<file path="src/rtl/demux_1to8.sv">
`default_nettype none
// +----------------------------------------------------------------------------+
// | Module  : demux_1to8                                                       |
// | Brief   : 1-to-2**SEL_W demultiplexer, optional async-reset output reg.    |
// | Revision: 1.0 - initial release                                            |
// +----------------------------------------------------------------------------+
module demux_1to8 #(
  parameter int SEL_W   = 3,
  parameter bit REG_OUT = 1'b1
) (
  input  logic                  clk,
  input  logic                  rst,
  input  logic                  in,
  input  logic [SEL_W-1:0]      sel,
  output logic [2**SEL_W-1:0]   out
);

  localparam int C_OUT_W = 2**SEL_W;

  logic [C_OUT_W-1:0] w_next_out;

  // Per-bit equality decode keeps the result one-hot for every known sel.
  for (genvar k = 0; k < C_OUT_W; k++) begin : g_decode
    assign w_next_out[k] = in & (sel == SEL_W'(k));
  end

  if (REG_OUT) begin : g_reg_out
    logic [C_OUT_W-1:0] r_out;

    always_ff @(posedge clk or posedge rst) begin
      if (rst) begin
        r_out <= '0;
      end else begin
        r_out <= w_next_out;
      end
    end

    assign out = r_out;
  end else begin : g_comb_out
    // clk and rst have no function in the combinational build.
    logic w_unused_clk_rst;
    assign w_unused_clk_rst = clk ^ rst;

    assign out = w_next_out;
  end

endmodule
`default_nettype wire

</file>
<file path="config.mk">
export PLATFORM = sky130hd
export DESIGN_NAME = demux_1to8
export DESIGN_NICKNAME = d
export VERILOG_FILES = /design/src/rtl/demux_1to8.sv
export SDC_FILE = /design/constraint.sdc
export NUM_CORES = 1
export LEC_CHECK = 0
export ABC_CLOCK_PERIOD_IN_PS = 800
export BUFFER_PORTS_ARGS = -buffer_cell sky130_fd_sc_hd__buf_2
export CORE_AREA = 4 4 41 43
export CTS_BUF_LIST = sky130_fd_sc_hd__clkbuf_16
export CTS_CLUSTER_DIAMETER = 150
export DETAILED_ROUTE_END_ITERATION = 16
export DIE_AREA = 0 0 45 47
export HOLD_SLACK_MARGIN = 0.12
export PLACE_DENSITY = 0.42
export SLEW_MARGIN = 20
export SYNTH_ARGS = -nofsm -noshare
export SYNTH_HDL_FRONTEND = slang
export SYNTH_SLANG_ARGS = --single-unit
</file>
<file path="constraint.sdc">
create_clock -name clk -period 0.8 [get_ports clk]
set_input_delay 0.04 -clock clk [delete_from_list [all_inputs] [get_ports clk]]
set_output_delay 0.04 -clock clk [all_outputs]
set_load 0.02 [all_outputs]
</file>
==> run_results.csv, run 1 <==
group,metric,value,unit
pwr,power_frac_comb,6.1,%
cells_and_area,final_common_cell,"buf_2",
cells_and_area,fillers,131,
floorplanning,dieWidth,45,um
setup_path,crit_type,"reg2out",
floorplanning,die_area,0.002115,mm2
clock_tree,clock-root-buffer,"clkbuf_16",
route,dr.first_iter.drc_count,6,
grt,track_usage,7.748,%
setup_path,slowest_delay,350,ps
worst_hold_path,min_path_type,"in2reg",
route,remaining_drc_errors,0,
timing,holdWs,56.89,ps
setup_path,start_kind,"register",
pwr,seqPwrFrac,31.7,%
grt,grt_overflow,0,
flow_run,drv_cap,0,
setup_path,required,760,ps
setup_path,critical_path_buf_inv_count,1,
clock_tree,cts_sinks,8,
timing,relSlewSlack,80.68,%
cells_and_area,syn_to_final_growth,58.33,%
logic_synthesis,synth_cells,17,
cells_and_area,multi_input_comb_area,96.34,um2
floorplanning,rows,13,
logic_synthesis,ys_ff_latch,8,
grt,grt.met3_usage,4.215,%
grt,grtUsageMet1,8.216,%
cells_and_area,diodes,0,
floorplanning,initial_utilization,23.08,%
setup_path,path_cells,"buf_2",
pwr,ir_drop,0.0008621,V
grt,grt_pass1_wl,1007,um
floorplanning,pin_count,14,
floorplanning,die_h,47,um
timing,fmax,1305,MHz
setup_path,end_kind,"output port",
route,drt-pass1-iter-count,2,
pwr,clkPwrFrac,62.2,%
route,via_per_inst,4.306,
setup_path,path_max_fanout,1,
grt,grt_max_degree,9,
clock_tree,cts_setup_buffers,0,
cells_and_area,final_cell_mix,"buf_2, dfrtp_1, and4b_2, and4bb_2, clkbuf_16",
timing,drv_slew,0,
setup_path,cp_top_family,"flip-flops",
timing,setup_viol,0,
cells_and_area,nets,42,
route,wire_per_inst,12.18,um
place,port_buffers,13,
cells_and_area,ff_latch_area,200.2,um2
pwr,netSwitchingPower,226.7,uW
grt,grt_pass1_vias,214,
timing,fin_crit,766.4,ps
setup_path,critPathSlowestCell,"dfrtp_1",
cells_and_area,drive_gt1_share,70.59,%
setup_path,crit_arrival,730,ps
pwr,intPower,1.094,mW
clock_tree,htreeDepth,1,
floorplanning,core-area,0.001301,mm2
clock_tree,cts_tree,"done",
logic_synthesis,syn_area,300.3,um2
clock_tree,clkTransAtPathRegs,30,ps
run_status,status,"finished, final reports clean",
clock_tree,cts_buffers,3,
route,finalWirelength,597,um
cells_and_area,largest_reg_flops,8,
route,vias,211,
logic_synthesis,synth_nets,23,
pwr,swShare,17.16,%
logic_synthesis,synth_seq_area_share,66.67,%
timing,rsz0062_at_grt,"false",
logic_synthesis,syn_avg_cell_area,17.66,um2
timing,fin_crit_sh,95.80,%
clock_tree,clockBufferDepth,2,
place,gp_congestion,0.6040,
pwr,p_leak,0.2534,nW
logic_synthesis,yosys_warnings,0,
pwr,powerDensity,2778,mW/mm2
grt,antenna_found_initial,0,
timing,hold_viol_final,0,
timing,worst_slew_pin_slew,289.4,ps
clock_tree,postCtsHoldBufs,1,
grt,busiest_layer,"met4",
timing,setup_tns,0,ps
grt,use_met2,8.475,%
route,drtAntennaViolNets,0,
logic_synthesis,ys_types,6,
==> power groups by stage <==
stage                     sequential (mW)  combinational [mW]  clock, mW
after floorplan                     0.439              0.0220          0
after global placement              0.424              0.0740          0
after detailed placement            0.424              0.0763          0
after CTS                           0.419              0.0806      0.832
after global routing                0.420              0.0897      0.865
final                               0.419              0.0806      0.821
==> through the flow <==
step	std cells	setup WS (ps)	util [%]	cell area [um2]	power [mW]
floorplan	17	344.0	-	300.3	0.4606
global placement	45	251.4	29.52	384.1	0.4979
detailed placement	45	226.2	29.52	384.1	0.5003
CTS	49	21.12	36.06	469.2	1.332
global route	49	0.2831	36.54	475.5	1.375
finish	49	33.63	36.54	475.5	1.321
==> Yosys cell counts, drive strengths merged <==
cell | n | area (um2)
and4 | 1 | 10.01
dfrtp | 8 | 200.2
and4bb | 3 | 37.54
and4b | 3 | 33.78
inv | 1 | 3.750
nor4b | 1 | 15.01
==> worst paths after layout <==
| check | depth (start not counted) | end | slack, ps | start |
|---|---|---|---|---|
| setup / recovery | 1 | out[5] | 30 | out[5] |
| hold / removal | 2 | out[0] | 60 | sel[2] |
| min in group asynchronous | 3 | out[7] | 300 | rst |
| max in group asynchronous | 3 | out[5] | 280 | rst |
==> cell type report <==
class | instances | area share, %
well taps | 15 | 3.947
multi-input cells | 8 | 20.26
repair buffers | 14 | 17.11
inverters | 1 | 0.7895
flip-flops and latches | 8 | 42.11
clock buffers | 3 | 15.79
==> cells by family after synthesis <==
family,Yosys count,share of synthesized area [%]
buffers and inverters,1,1.249
flip-flops,8,66.67
AND/OR/NAND/NOR,8,32.08
==> per-layer routing <==
layer  vias to the layer above  share of wire [%]
li1                        100                  -
met3                         2                 11
met4                         0                3.2
met2                        11                 44
met1                        98                 42
met5                         -                  0
==> what timing repair did <==
action | 4_1_cts | 5_1_grt
hold endpoints to repair | 9 | 1
resized for setup | 0 | 2
endpoints found under the setup margin | 0 | 1
(Power assumes the default switching activity.)
==> inputs of run 2 (changes only) <==
--- a/config.mk
+++ b/config.mk
@@ -7,11 +7,11 @@
 export LEC_CHECK = 0
 export ABC_CLOCK_PERIOD_IN_PS = 800
 export BUFFER_PORTS_ARGS = -buffer_cell sky130_fd_sc_hd__buf_2
-export CORE_AREA = 4 4 41 43
+export CORE_AREA = 2 2 39 41
 export CTS_BUF_LIST = sky130_fd_sc_hd__clkbuf_16
 export CTS_CLUSTER_DIAMETER = 150
 export DETAILED_ROUTE_END_ITERATION = 16
-export DIE_AREA = 0 0 45 47
+export DIE_AREA = 0 0 41 43
 export HOLD_SLACK_MARGIN = 0.12
 export PLACE_DENSITY = 0.42
 export SLEW_MARGIN = 20
==> run_results.csv, run 2 (synthesis results as in run 1) <==
group,metric,value,unit
setup_path,start_kind,"register",
place,gp_congestion,0.6374,
floorplanning,core-area,0.001384,mm2
pwr,intPower,1.096,mW
pwr,swShare,17.09,%
route,vias,216,
worst_hold_path,hp-start,"sel[0]",
cells_and_area,final_cell_mix,"buf_2, dfrtp_1, and4b_2, and4bb_2, clkbuf_16",
clock_tree,htreeDepth,1,
setup_path,critPathLaunch,"out[7]",
timing,fmax,1289,MHz
pwr,netSwitchingPower,225.9,uW
setup_path,critPathSlowestCell,"dfrtp_1",
setup_path,end_kind,"output port",
pwr,seqPwrFrac,31.8,%
timing,rsz0062_at_grt,"false",
setup_path,critical_path_buf_inv_count,1,
cells_and_area,nets,42,
cells_and_area,diodes,0,
place,pre_cts_ws,247.7,ps
timing,holdWs,53.18,ps
cells_and_area,syn_to_final_growth,60.83,%
timing,relSlewSlack,80.61,%
timing,drv_slew,0,
pwr,powerDensity,2736,mW/mm2
cells_and_area,fillers,138,
route,dr.first_iter.drc_count,4,
grt,grt_pass1_wl,1041,um
grt,antenna_found_initial,0,
setup_path,path_max_fanout,1,
floorplanning,pin_count,14,
timing,fin_crit,775.7,ps
pwr,clkPwrFrac,62.0,%
grt,track_usage,10.08,%
route,drt-pass1-iter-count,4,
timing,hold_viol_final,0,
clock_tree,clockBufferDepth,2,
floorplanning,initial_utilization,21.70,%
clock_tree,cts_tree,"done",
timing,fin_ws,24.32,ps
route,via_per_inst,4.320,
floorplanning,die_h,43,um
setup_path,slowest_delay,370,ps
clock_tree,cts_buffers,3,
floorplanning,rows,14,
cells_and_area,fin_cells,50,
pwr,p_leak,0.2541,nW
setup_path,crit_type,"reg2out",
route,wire_per_inst,12.16,um
route,drtAntennaViolNets,0,
setup_path,crit_arrival,740,ps
clock_tree,cts_sinks,8,
route,remaining_drc_errors,0,
flow_run,drv_cap,0,
cells_and_area,final_common_cell,"buf_2",
clock_tree,clock-root-buffer,"clkbuf_16",
route,finalWirelength,608,um
timing,setup_tns,0,ps
cells_and_area,drive_gt1_share,70.59,%
grt,grt_overflow,0,
grt,grt_max_degree,9,
run_status,status,"finished, final reports clean",
pwr,ir_drop,0.0008098,V
timing,fin_crit_sh,96.96,%
floorplanning,dieWidth,41,um
setup_path,cp_top_family,"flip-flops",
cells_and_area,largest_reg_flops,8,
worst_hold_path,min_path_type,"in2reg",
timing,setup_viol,0,
floorplanning,die_area,0.001763,mm2
grt,grt_pass1_vias,238,
place,port_buffers,13,
setup_path,required,760,ps
timing,worst_slew_pin_slew,290.6,ps
clock_tree,postCtsHoldBufs,1,
setup_path,path_cells,"buf_6",
pwr,power_frac_comb,6.2,%
place,dp.cells,46,
clock_tree,clkTransAtPathRegs,30,ps
## run 2: timing repair
action | in CTS | in global routing
hold endpoints to repair | 9 | 1
resized for setup | 0 | 4
endpoints found under the setup margin | 0 | 2
buffers inserted | 0 | 0
## run 2: power by group through the flow
stage | Sequential (mW) | Combinational (mW) | Clock [mW]
final | 0.420 | 0.0815 | 0.820
after detailed placement | 0.425 | 0.0755 | 0
after CTS | 0.420 | 0.0796 | 0.834
after global routing | 0.421 | 0.0913 | 0.857
after global placement | 0.424 | 0.0737 | 0
after floorplan | 0.439 | 0.0220 | 0
## run 2: final timing paths
check | endpoint | slack [ps] | depth (start not counted)
setup / recovery | out[7] | 20 | 1
max in group asynchronous | out[5] | 290 | 3
min in group asynchronous | out[4] | 290 | 3
hold / removal | out[0] | 50 | 2
## run 2: final cells by class
| class | instances | area (um2) | area share (%) |
|---|---|---|---|
| Clock buffer | 3 | 75.07 | 15.54 |
| Inverter | 1 | 3.754 | 0.7772 |
| Multi-Input combinational cell | 8 | 96.34 | 19.95 |
| Sequential cell | 8 | 200.2 | 41.45 |
| Tap cell | 16 | 20.02 | 4.145 |
| Timing Repair Buffer | 14 | 87.58 | 18.13 |
## run 2: through the flow
| step | cell area, um2 | power (mW) | utilization, % |
|---|---|---|---|
| floorplan | 300.3 | 0.4606 | - |
| global placement | 385.4 | 0.4975 | 27.85 |
| detailed placement | 385.4 | 0.5001 | 27.85 |
| CTS | 470.5 | 1.333 | 34.00 |
| global route | 483.0 | 1.369 | 34.90 |
| finish | 483.0 | 1.322 | 34.90 |
## run 2: layer usage
metal | track usage [%] | vias to the layer above | wire, um
li1 | - | 101 | -
met1 | 9.428 | 103 | 241
met2 | 12.81 | 10 | 302
met3 | 6.283 | 2 | 49
met4 | 12.00 | 0 | 14
met5 | 0 | - | 0
